==> config.mk <==
export PLATFORM = sky130hd
export DESIGN_NAME = dram_sched
export DESIGN_NICKNAME = d
export VERILOG_FILES = /design/src/rtl/gr8ram_pkg.sv /design/src/rtl/ref_debt_ctr.sv /design/src/rtl/dram_sched.sv
export SDC_FILE = /design/constraint.sdc
export NUM_CORES = 1
export LEC_CHECK = 0
export BUFFER_PORTS_ARGS = -buffer_cell sky130_fd_sc_hd__buf_2
export CORE_UTILIZATION = 30
export DETAILED_ROUTE_END_ITERATION = 12
export SLEW_MARGIN = 15
export SYNTH_ARGS = -nofsm -noshare
export SYNTH_HDL_FRONTEND = slang
export SYNTH_SLANG_ARGS = --single-unit
==> constraint.sdc <==
create_clock -name C7M -period 4.5 [get_ports C7M]
set_clock_uncertainty 0.15 [all_clocks]
set_input_delay 0.225 -clock C7M [delete_from_list [all_inputs] [get_ports C7M]]
set_output_delay 0.225 -clock C7M [all_outputs]
set_load 0.05 [all_outputs]
==> src/rtl/gr8ram_pkg.sv <==
// Shared types and bus-phase constants for the GR8RAM DRAM scheduler.
package gr8ram_pkg;

  typedef enum logic [2:0] {
    IDLE,
    REF_CAS,
    REF_CASRAS,
    REF_RAS,
    CPU_ROW,
    CPU_COL,
    CPU_HOLD
  } state_e;

  localparam logic [2:0] PH_SYNC   = 3'd1;
  localparam logic [2:0] PH_DECIDE = 3'd4;

endpackage

==> src/rtl/ref_debt_ctr.sv <==
// Refresh interval timer plus saturating refresh-debt counter with sticky overflow flag.
module ref_debt_ctr #(
  parameter int REF_INTERVAL = 13,
  parameter int DEBT_MAX     = 4,
  parameter int DEBT_W       = 3
) (
  input  logic              clk_sys,
  input  logic              rst_n,
  input  logic              sync_edge,
  input  logic              ref_start,
  output logic [DEBT_W-1:0] debt,
  output logic              ref_lost
);

  localparam int IW = $clog2(REF_INTERVAL);

  logic [IW-1:0]     ivl_q, ivl_d;
  logic [DEBT_W-1:0] debt_q, debt_d;
  logic              lost_q, lost_d;
  logic              credit;

  always_comb begin
    ivl_d  = ivl_q;
    credit = 1'b0;
    if (sync_edge) begin
      if (ivl_q == IW'(REF_INTERVAL - 1)) begin
        ivl_d  = '0;
        credit = 1'b1;
      end else begin
        ivl_d = ivl_q + 1'b1;
      end
    end

    debt_d = debt_q;
    lost_d = lost_q;
    // A credit and a refresh start on the same edge cancel out.
    if (credit && !ref_start) begin
      if (debt_q == DEBT_W'(DEBT_MAX)) lost_d = 1'b1;
      else                             debt_d = debt_q + 1'b1;
    end else if (ref_start && !credit) begin
      debt_d = debt_q - 1'b1;
    end
  end

  always_ff @(posedge clk_sys or negedge rst_n) begin
    if (!rst_n) begin
      ivl_q  <= '0;
      debt_q <= '0;
      lost_q <= 1'b0;
    end else begin
      ivl_q  <= ivl_d;
      debt_q <= debt_d;
      lost_q <= lost_d;
    end
  end

  assign debt     = debt_q;
  assign ref_lost = lost_q;

endmodule

==> src/rtl/dram_sched.sv <==
// GR8RAM DRAM access/refresh scheduler: shares each bus cycle's two DRAM slots
// between 6502 RAM-register accesses and CBR refresh; all strobes registered.
module dram_sched
  import gr8ram_pkg::*;
#(
  parameter int REF_INTERVAL = 13,
  parameter int DEBT_MAX     = 4,
  parameter int DEBT_W       = 3
) (
  input  logic              C7M,
  input  logic              nRES,
  input  logic [2:0]        S,
  input  logic              RAMSEL,
  input  logic              nWE,
  input  logic              BankSel,
  output logic              nRAS,
  output logic              nCAS0,
  output logic              nCAS1,
  output logic              ASel,
  output logic              RefActive,
  output logic [DEBT_W-1:0] Debt,
  output logic              RefLost
);

  // state      | meaning
  // IDLE       | no DRAM activity, all strobes off
  // REF_CAS    | CBR step 1: both CAS low
  // REF_CASRAS | CBR step 2: both CAS and RAS low
  // REF_RAS    | CBR step 3: RAS only
  // CPU_ROW    | row address on RA, RAS low
  // CPU_COL    | column address, RAS low, bank CAS if read
  // CPU_HOLD   | RAS and bank CAS low (late CAS for writes)

  state_e     state_q, state_d;
  logic [2:0] s_prev_q, s_prev_d;
  logic       we_n_q, we_n_d, bank_q, bank_d;
  logic       ras_n_q, ras_n_d, cas0_n_q, cas0_n_d, cas1_n_q, cas1_n_d;
  logic       asel_q, asel_d, ref_act_q, ref_act_d;
  logic       sync_edge, ref_start, cas_on;

  assign sync_edge = (S == PH_SYNC) && (s_prev_q != PH_SYNC);

  always_comb begin
    s_prev_d  = S;
    we_n_d    = we_n_q;
    bank_d    = bank_q;
    ref_start = 1'b0;
    case (state_q)
      REF_CAS:    state_d = REF_CASRAS;
      REF_CASRAS: state_d = REF_RAS;
      CPU_ROW:    state_d = CPU_COL;
      CPU_COL:    state_d = CPU_HOLD;
      default:    state_d = IDLE;
    endcase

    // A resync edge aborts any running sequence; the spent debt is not returned.
    if (S == 3'd0) begin
      state_d = IDLE;
    end else if (sync_edge) begin
      if (state_q != IDLE) begin
        state_d = IDLE;
      end else if (Debt != '0) begin
        state_d   = REF_CAS;
        ref_start = 1'b1;
      end
    end else if (S == PH_DECIDE && state_d == IDLE) begin
      if (RAMSEL) begin
        state_d = CPU_ROW;
        we_n_d  = nWE;
        bank_d  = BankSel;
      end else if (Debt != '0) begin
        state_d   = REF_CAS;
        ref_start = 1'b1;
      end
    end

    ras_n_d   = 1'b1;
    cas0_n_d  = 1'b1;
    cas1_n_d  = 1'b1;
    asel_d    = 1'b0;
    ref_act_d = 1'b0;
    cas_on    = 1'b0;
    case (state_d)
      REF_CAS: begin
        cas0_n_d  = 1'b0;
        cas1_n_d  = 1'b0;
        ref_act_d = 1'b1;
      end
      REF_CASRAS: begin
        ras_n_d   = 1'b0;
        cas0_n_d  = 1'b0;
        cas1_n_d  = 1'b0;
        ref_act_d = 1'b1;
      end
      REF_RAS: begin
        ras_n_d   = 1'b0;
        ref_act_d = 1'b1;
      end
      CPU_ROW: begin
        ras_n_d = 1'b0;
        asel_d  = 1'b1;
      end
      CPU_COL: begin
        ras_n_d = 1'b0;
        cas_on  = we_n_d;
      end
      CPU_HOLD: begin
        ras_n_d = 1'b0;
        cas_on  = 1'b1;
      end
      default: ;
    endcase
    if (cas_on) begin
      if (bank_d) cas1_n_d = 1'b0;
      else        cas0_n_d = 1'b0;
    end
  end

  always_ff @(posedge C7M or negedge nRES) begin
    if (!nRES) begin
      state_q   <= IDLE;
      s_prev_q  <= 3'd0;
      we_n_q    <= 1'b1;
      bank_q    <= 1'b0;
      ras_n_q   <= 1'b1;
      cas0_n_q  <= 1'b1;
      cas1_n_q  <= 1'b1;
      asel_q    <= 1'b0;
      ref_act_q <= 1'b0;
    end else begin
      state_q   <= state_d;
      s_prev_q  <= s_prev_d;
      we_n_q    <= we_n_d;
      bank_q    <= bank_d;
      ras_n_q   <= ras_n_d;
      cas0_n_q  <= cas0_n_d;
      cas1_n_q  <= cas1_n_d;
      asel_q    <= asel_d;
      ref_act_q <= ref_act_d;
    end
  end

  assign nRAS      = ras_n_q;
  assign nCAS0     = cas0_n_q;
  assign nCAS1     = cas1_n_q;
  assign ASel      = asel_q;
  assign RefActive = ref_act_q;

  ref_debt_ctr #(
    .REF_INTERVAL(REF_INTERVAL),
    .DEBT_MAX    (DEBT_MAX),
    .DEBT_W      (DEBT_W)
  ) u_debt (
    .clk_sys  (C7M),
    .rst_n    (nRES),
    .sync_edge(sync_edge),
    .ref_start(ref_start),
    .debt     (Debt),
    .ref_lost (RefLost)
  );

endmodule

After elaboration in Yosys (flattened, before gate mapping)

Cells that the tools add are included.

Bits in registers: 21
Input bits: 8
Output and inout port bits: 9
Logic and storage cells: 83

Add/sub/neg operators: 3
Equality and inequality tests: 16
Muxes and demuxes: 36
Reduce and logical (&&, ||, !) cells: 16

Operators with widths:

| cell                                                                    | number |
|---|---|
| 3-bit two-way mux                                                       | 9 |
| 1-bit two-way mux                                                       | 24 |
| 3-bit == test, second input constant                                    | 7 |
| 3-bit one-hot mux with 4 select lines                                   | 1 |
| 3-bit by 1-bit == test with 1-bit output, second input constant         | 3 |
| 3-bit by 2-bit == test with 1-bit output, second input constant         | 3 |
| 3-bit zero test                                                         | 2 |
| 3-bit nonzero test                                                      | 2 |
| 5-bit OR reduction                                                      | 1 |
| 4-bit by 1-bit adder with 4-bit output, second input constant           | 1 |
| 4-bit == test, second input constant                                    | 1 |
| 1-bit logical AND                                                       | 4 |
| 4-bit two-way mux                                                       | 1 |
| 2-bit AND reduction                                                     | 2 |
| 3-bit by 1-bit adder with 3-bit output, second input constant           | 1 |
| 3-bit by 1-bit inequality test with 1-bit output, second input constant | 1 |
| 3-bit OR reduction                                                      | 1 |
| 3-bit by 1-bit subtractor with 3-bit output, second input constant      | 1 |
| 1-bit zero test                                                         | 2 |
| 2-bit inequality test, second input constant                            | 1 |
| 1-bit one-hot mux with 2 select lines                                   | 1 |
| 2-bit nonzero test                                                      | 1 |
| 2-bit OR reduction                                                      | 1 |

Logic depth before layout (Yosys ltp)

Depth in word-level cells: 12
Gate-level depth with buffers: 9
Depth with buffers taken out: 9

Cells and area by module

Synthesis repeated with hierarchy kept, for this count alone.

Cells, all modules: 100
Area total of the unflattened synthesis: 1079.8 sq um

By module, submodules not included:

| module       | times used | cells each | area an instance (sq um) | seq. area each (sq um) |
|---|---|---|---|---|
| dram_sched   | 1          | 52         | 603.1                    | 330.3 |
| ref_debt_ctr | 1          | 48         | 476.7                    | 200.2 |

Worst setup path before layout

OpenSTA, ideal clock, no wires.

Path kind: reg-to-reg
From: register u_debt.debt_q[0] (netlist: u_debt.debt[0])
To: register u_debt.debt_q[2] (netlist: u_debt.debt[2])
Library setup time: 0.130 ns
Arrival time: 2.226 ns
Required time: 4.220 ns
Path slack: 1.994 ns
Cell stages (with the launch flop): 6
Buffers on the path: 0
Period minus slack after synthesis: 2.506 ns
Cells stage by stage: dfrtp_1 nor3_1 o21ai_0 fa_1 nor4b_1 nor3_1

Cells in the longest elaborated chain, start to end: 10
Elaborated cells on any way between the ends: 19
Classes of those cells: add/sub (2); eq/ne (2); mux (9); reduce/logical (6)

RTL lines:

| item                                                                         | RTL line                           | source |
|---|---|---|
| from (decl)                                                                  | ref_debt_ctr.sv:18                 | `logic [DEBT_W-1:0] debt_q, debt_d;` |
| from (signal assigned)                                                       | ref_debt_ctr.sv:52                 | `debt_q <= debt_d;` |
| 3-bit nonzero test                                                           | dram_sched.sv:62, dram_sched.sv:71 |  |
| 1-bit two-way mux                                                            | dram_sched.sv:62, dram_sched.sv:71 |  |
| 1-bit two-way mux                                                            | dram_sched.sv:67                   | `if (RAMSEL) begin` |
| 1-bit two-way mux                                                            | dram_sched.sv:66                   | `end else if (S == PH_DECIDE && state_d == IDLE) begin` |
| 1-bit two-way mux                                                            | dram_sched.sv:59                   | `end else if (sync_edge) begin` |
| 1-bit two-way mux                                                            | dram_sched.sv:57                   | `if (S == 3'd0) begin` |
| 1-bit zero test                                                              | ref_debt_ctr.sv:37                 | `if (credit && !ref_start) begin` |
| 1-bit logical AND                                                            | ref_debt_ctr.sv:37                 |  |
| 2-bit inequality test (no source line) or 2-bit nonzero test (tied branches) | n/a                                |  |
| 2-bit AND reduction (no source line)                                         | n/a                                |  |

Several ways; a longest one is shown, not always the timed one. The select of a mux whose other input is x is not followed.
A chain may end at the register's enable or synchronous reset.

Final worst setup path

From: input S[1]
To: register u_debt.debt_q[2] (netlist: u_debt.debt[2])

Cells in the longest elaborated chain, start to end: 9
Elaborated cells on any way between the ends: 17
Classes of those cells: eq/ne (3); mux (5); reduce/logical (9)

RTL lines:

| item                                                                         | RTL line           | source |
|---|---|---|
| from (decl)                                                                  | dram_sched.sv:12   | `input logic [2:0] S,` |
| 3-bit == test                                                                | dram_sched.sv:66   |  |
| 1-bit logical AND                                                            | dram_sched.sv:66   |  |
| 1-bit two-way mux                                                            | dram_sched.sv:66   |  |
| 1-bit two-way mux                                                            | dram_sched.sv:59   |  |
| 1-bit two-way mux                                                            | dram_sched.sv:57   |  |
| 1-bit zero test                                                              | ref_debt_ctr.sv:37 |  |
| 1-bit logical AND                                                            | ref_debt_ctr.sv:37 |  |
| 2-bit inequality test (no source line) or 2-bit nonzero test (tied branches) | n/a                |  |
| 2-bit AND reduction (no source line)                                         | n/a                |  |

Several ways; a longest one is shown, not always the timed one.

==> metrics.yaml <==
status: "finished, final reports clean"
global_route_wire_length_before_repair_um: 3636
hpwl_um: 1696
rsz_0062_raised_after_global_routing: "no"
worstSetupPathType: "in2reg"
max_freq_mhz: 365.7
synth-compound-area-share_pct: 25.11
yosysSeqAreaShare_pct: 45.89
syn_area_um2: 1156
finish.utilization_pct: 37.11
finalSetupViolCount: 0
post-synth-top-area-fraction_pct: 36.80
yosys_top_cell_by_area: "sky130_fd_sc_hd__dfrtp_1"
cts_tree: "done"
first_global_vias: 841
crit_required_ps: 4490
reg_clk_slew_reported_paths_ps: 70
synth_edf_count: 0
synthXorXnorAreaFrac_pct: 0.7576
max_stage_delay_ps: 550
drt_pass1_iterations: 4
synthAdderAreaFrac_pct: 3.896
timing.max_slew.rel_slack_pct: 49.17
core_area_um2: 3689
tritoncts_num_sinks: 21
route.final.wire_length_um: 2256
final-instance-count-excl-fill: 180
antenna-diode-count: 0
timing.max_cap.violations: 0
largest_net_degree_at_the_start_of_global_routing: 22
synthTopCellsByArea: "sky130_fd_sc_hd__dfrtp_1, sky130_fd_sc_hd__dfstp_2, sky130_fd_sc_hd__nor2_1"
worst_slew_pin_slew_ps: 756.7
ys_async_sr_fraction_pct: 100.0
critical_path_s_slowest_cell: "sky130_fd_sc_hd__dlygate4sd3_1"
power-per-cell-area_nw_per_um2: 623.5
synth_top_family_by_area: "compound AO/OA/AOI/OAI gates"
yosys_most_used_dff: "sky130_fd_sc_hd__dfrtp_1"
area_occupied_by_multi_input_gates_um2: 586.8
syn-mean-instance-area_um2: 10.42
ctsRootBufferMaster: "sky130_fd_sc_hd__clkbuf_8"
fin_tns_setup_ps: 0
worst-endpoint-arrival_ps: 2720
synth.ff_latch_count: 21
nFillCells: 386
cp.buffers_inverters: 2
nNetsFinal: 144
residual_drc: 0
mux_share_of_post_synthesis_cell_area_pct: 2.273
final.period_utilization_pct: 60.76
critPathTopFamily: "simple AND/OR/NAND/NOR gates"
groute.usage.overall_pct: 11.44
die-height_um: 64.08
min_path_type: "in2reg"
buffer_ports.inserted: 16
ctsHtreeMaxLevel: 1
drt-vias-per-instance: 5.000
rows: 22
worstSkewPairLatency_ps: 260
finalHoldViolCount: 0
synth_cells: 111
number_of_antenna_violations_at_the_first_check_in_global_routing: 0
power.static_leakage_nw: 0.5825
netlist-cell-type-count: 45
num_vias: 900
ys_warn_count: 0
design.portCount: 17
start_util_pct: 31.34
final.min_clock_period_ps: 2734
tritoncts.num_buffers: 3
place_congestion: 0.7595
critPathMaxFanout: 6
critPathLaunchType: "input pin"
placed_cells: 172
vdd.ir_drop.worst_uv: 325.2
worstPathCellList: "dlygate4sd3_1, buf_2, nor3b_2, nand2_1, nor2_1, o21ai_0, fa_1, nor4b_1, nor3_1"
die_w_um: 64.08
seq_area_um2: 530.5
mappedNetlistNets: 122
final_max_tran_viols: 0
synthSimpleGateAreaFrac_pct: 18.72
detail-route-antenna-nets: 0
syn_to_final_growth_pct: 18.40
first_iter_violations: 29
post-cts-setup-buffer-count: 0
overall_overflow_remaining_after_global_route: 0
critPathCaptureType: "flop"
clock_tree.buffer_depth: 2
drive_above_1_share_pct: 25.00
die-area_um2: 4106
detail_route.wl_per_cell_um: 12.53
==> worst register-to-register path, delay by kind of cell, from the launching register on <==
family	cells	cell delay, ps
flops	1	450
fa+ha+maj	1	480
simple gates	3	1110
compound gates	1	260
==> routing by layer <==
metal / vias to the layer above / routed length (um) / share of wire [%] / track usage (%)
li1: 446 / - / - / -
met1: 436 / 1039 / 46 / 13.95
met2: 16 / 1124 / 50 / 19.81
met3: 2 / 81 / 3.6 / 3.214
met4: 0 / 10 / 0.44 / 2.557
met5: - / 0 / 0 / 0
==> Yosys cell counts (all sizes together), types with 3 or more instances <==
cell	n
o211ai	3
a22oi	3
nand2	9
o21a	4
inv	7
nand2b	3
o21ai	9
nand3	3
dfrtp	17
nor3	3
nor2	11
o21bai	3
dfstp	4
==> layout by cell type (no fill, tap or decap), drive strengths merged, types with 2 or more instances in the layout <==
cell type    netlist  final
o21a               4      4
nor2              11     11
nand2b             3      3
a21oi              2      2
nor3               3      3
o21bai             3      3
o21ai              9      9
nand3              3      3
a22oi              3      3
dlygate4sd3        0      4
nor2b              2      2
ha                 2      2
o211ai             3      3
mux2               2      2
inv                7      7
clkbuf             2      4
nand2              9      9
buf                1     16
dfstp              4      4
dfrtp             17     17
==> timing repair <==
item | 4_1_cts | 5_1_grt
hold buffers | 3 | 1
gates resized for setup | 0 | 0
hold endpoints to repair | 19 | 1
==> flip-flops by register name (all words and copies together), names as in the netlist, 3 cells and up <==
register / cells
s_prev_q: 3
state_q: 3
u_debt.debt: 3
u_debt.ivl_q: 4
==> worst paths after layout <==
| kind | slack [ps] | startpoint | to | depth (start not counted) |
|---|---|---|---|---|
| worst min register to register | 320 | u_debt.ref_lost | u_debt.ref_lost | 1 |
| worst max register to register | 1940 | u_debt.debt[0] | u_debt.debt[2] | 5 |
| max in group asynchronous | 3550 | nRES | nCAS1 | 2 |
| worst min-delay path | 60 | BankSel | bank_q | 3 |
| min in group asynchronous | 300 | nRES | u_debt.ivl_q[1] | 2 |
| worst max-delay path | 1770 | S[1] | u_debt.debt[2] | 9 |
==> power breakdown <==
group | total (W) | switching (W) | internal [W]
logic | 0.000396 | 0.000260 | 0.000136
registers | 0.000337 | 0.0000681 | 0.000269
clock network | 0.000121 | 0.0000581 | 0.0000630
==> layout make-up <==
type / count / area share, %
timing repair buffer: 20 / 8.775
clock buffer: 4 / 3.291
multi-input combinational: 80 / 42.87
inverter: 7 / 1.920
sequential: 21 / 38.76
tap: 48 / 4.388
==> kinds of logic after synthesis <==
logic type	count (synthesis)
and+or+nand+nor	38
AOI/OAI and AO/OA	36
DFF	21
buffers and inverters	10
adders and majority gates	3
muxes	2
xor gates and xnor gates	1
==> metrics by stage <==
step,hold WS [ps],setup slack [ps],total power [W],instance area [um^2]
after CTS,3.451,1778,0.0008617,1359
after detailed placement,60.35,1960,0.0007353,1284
after floorplan,-220.6,1994,0.0006469,1156
final,56.97,1766,0.0008534,1369
after global routing,63.29,1551,0.0009115,1369
after global placement,53.14,2082,0.0007234,1284
(Power assumes the default switching activity.)
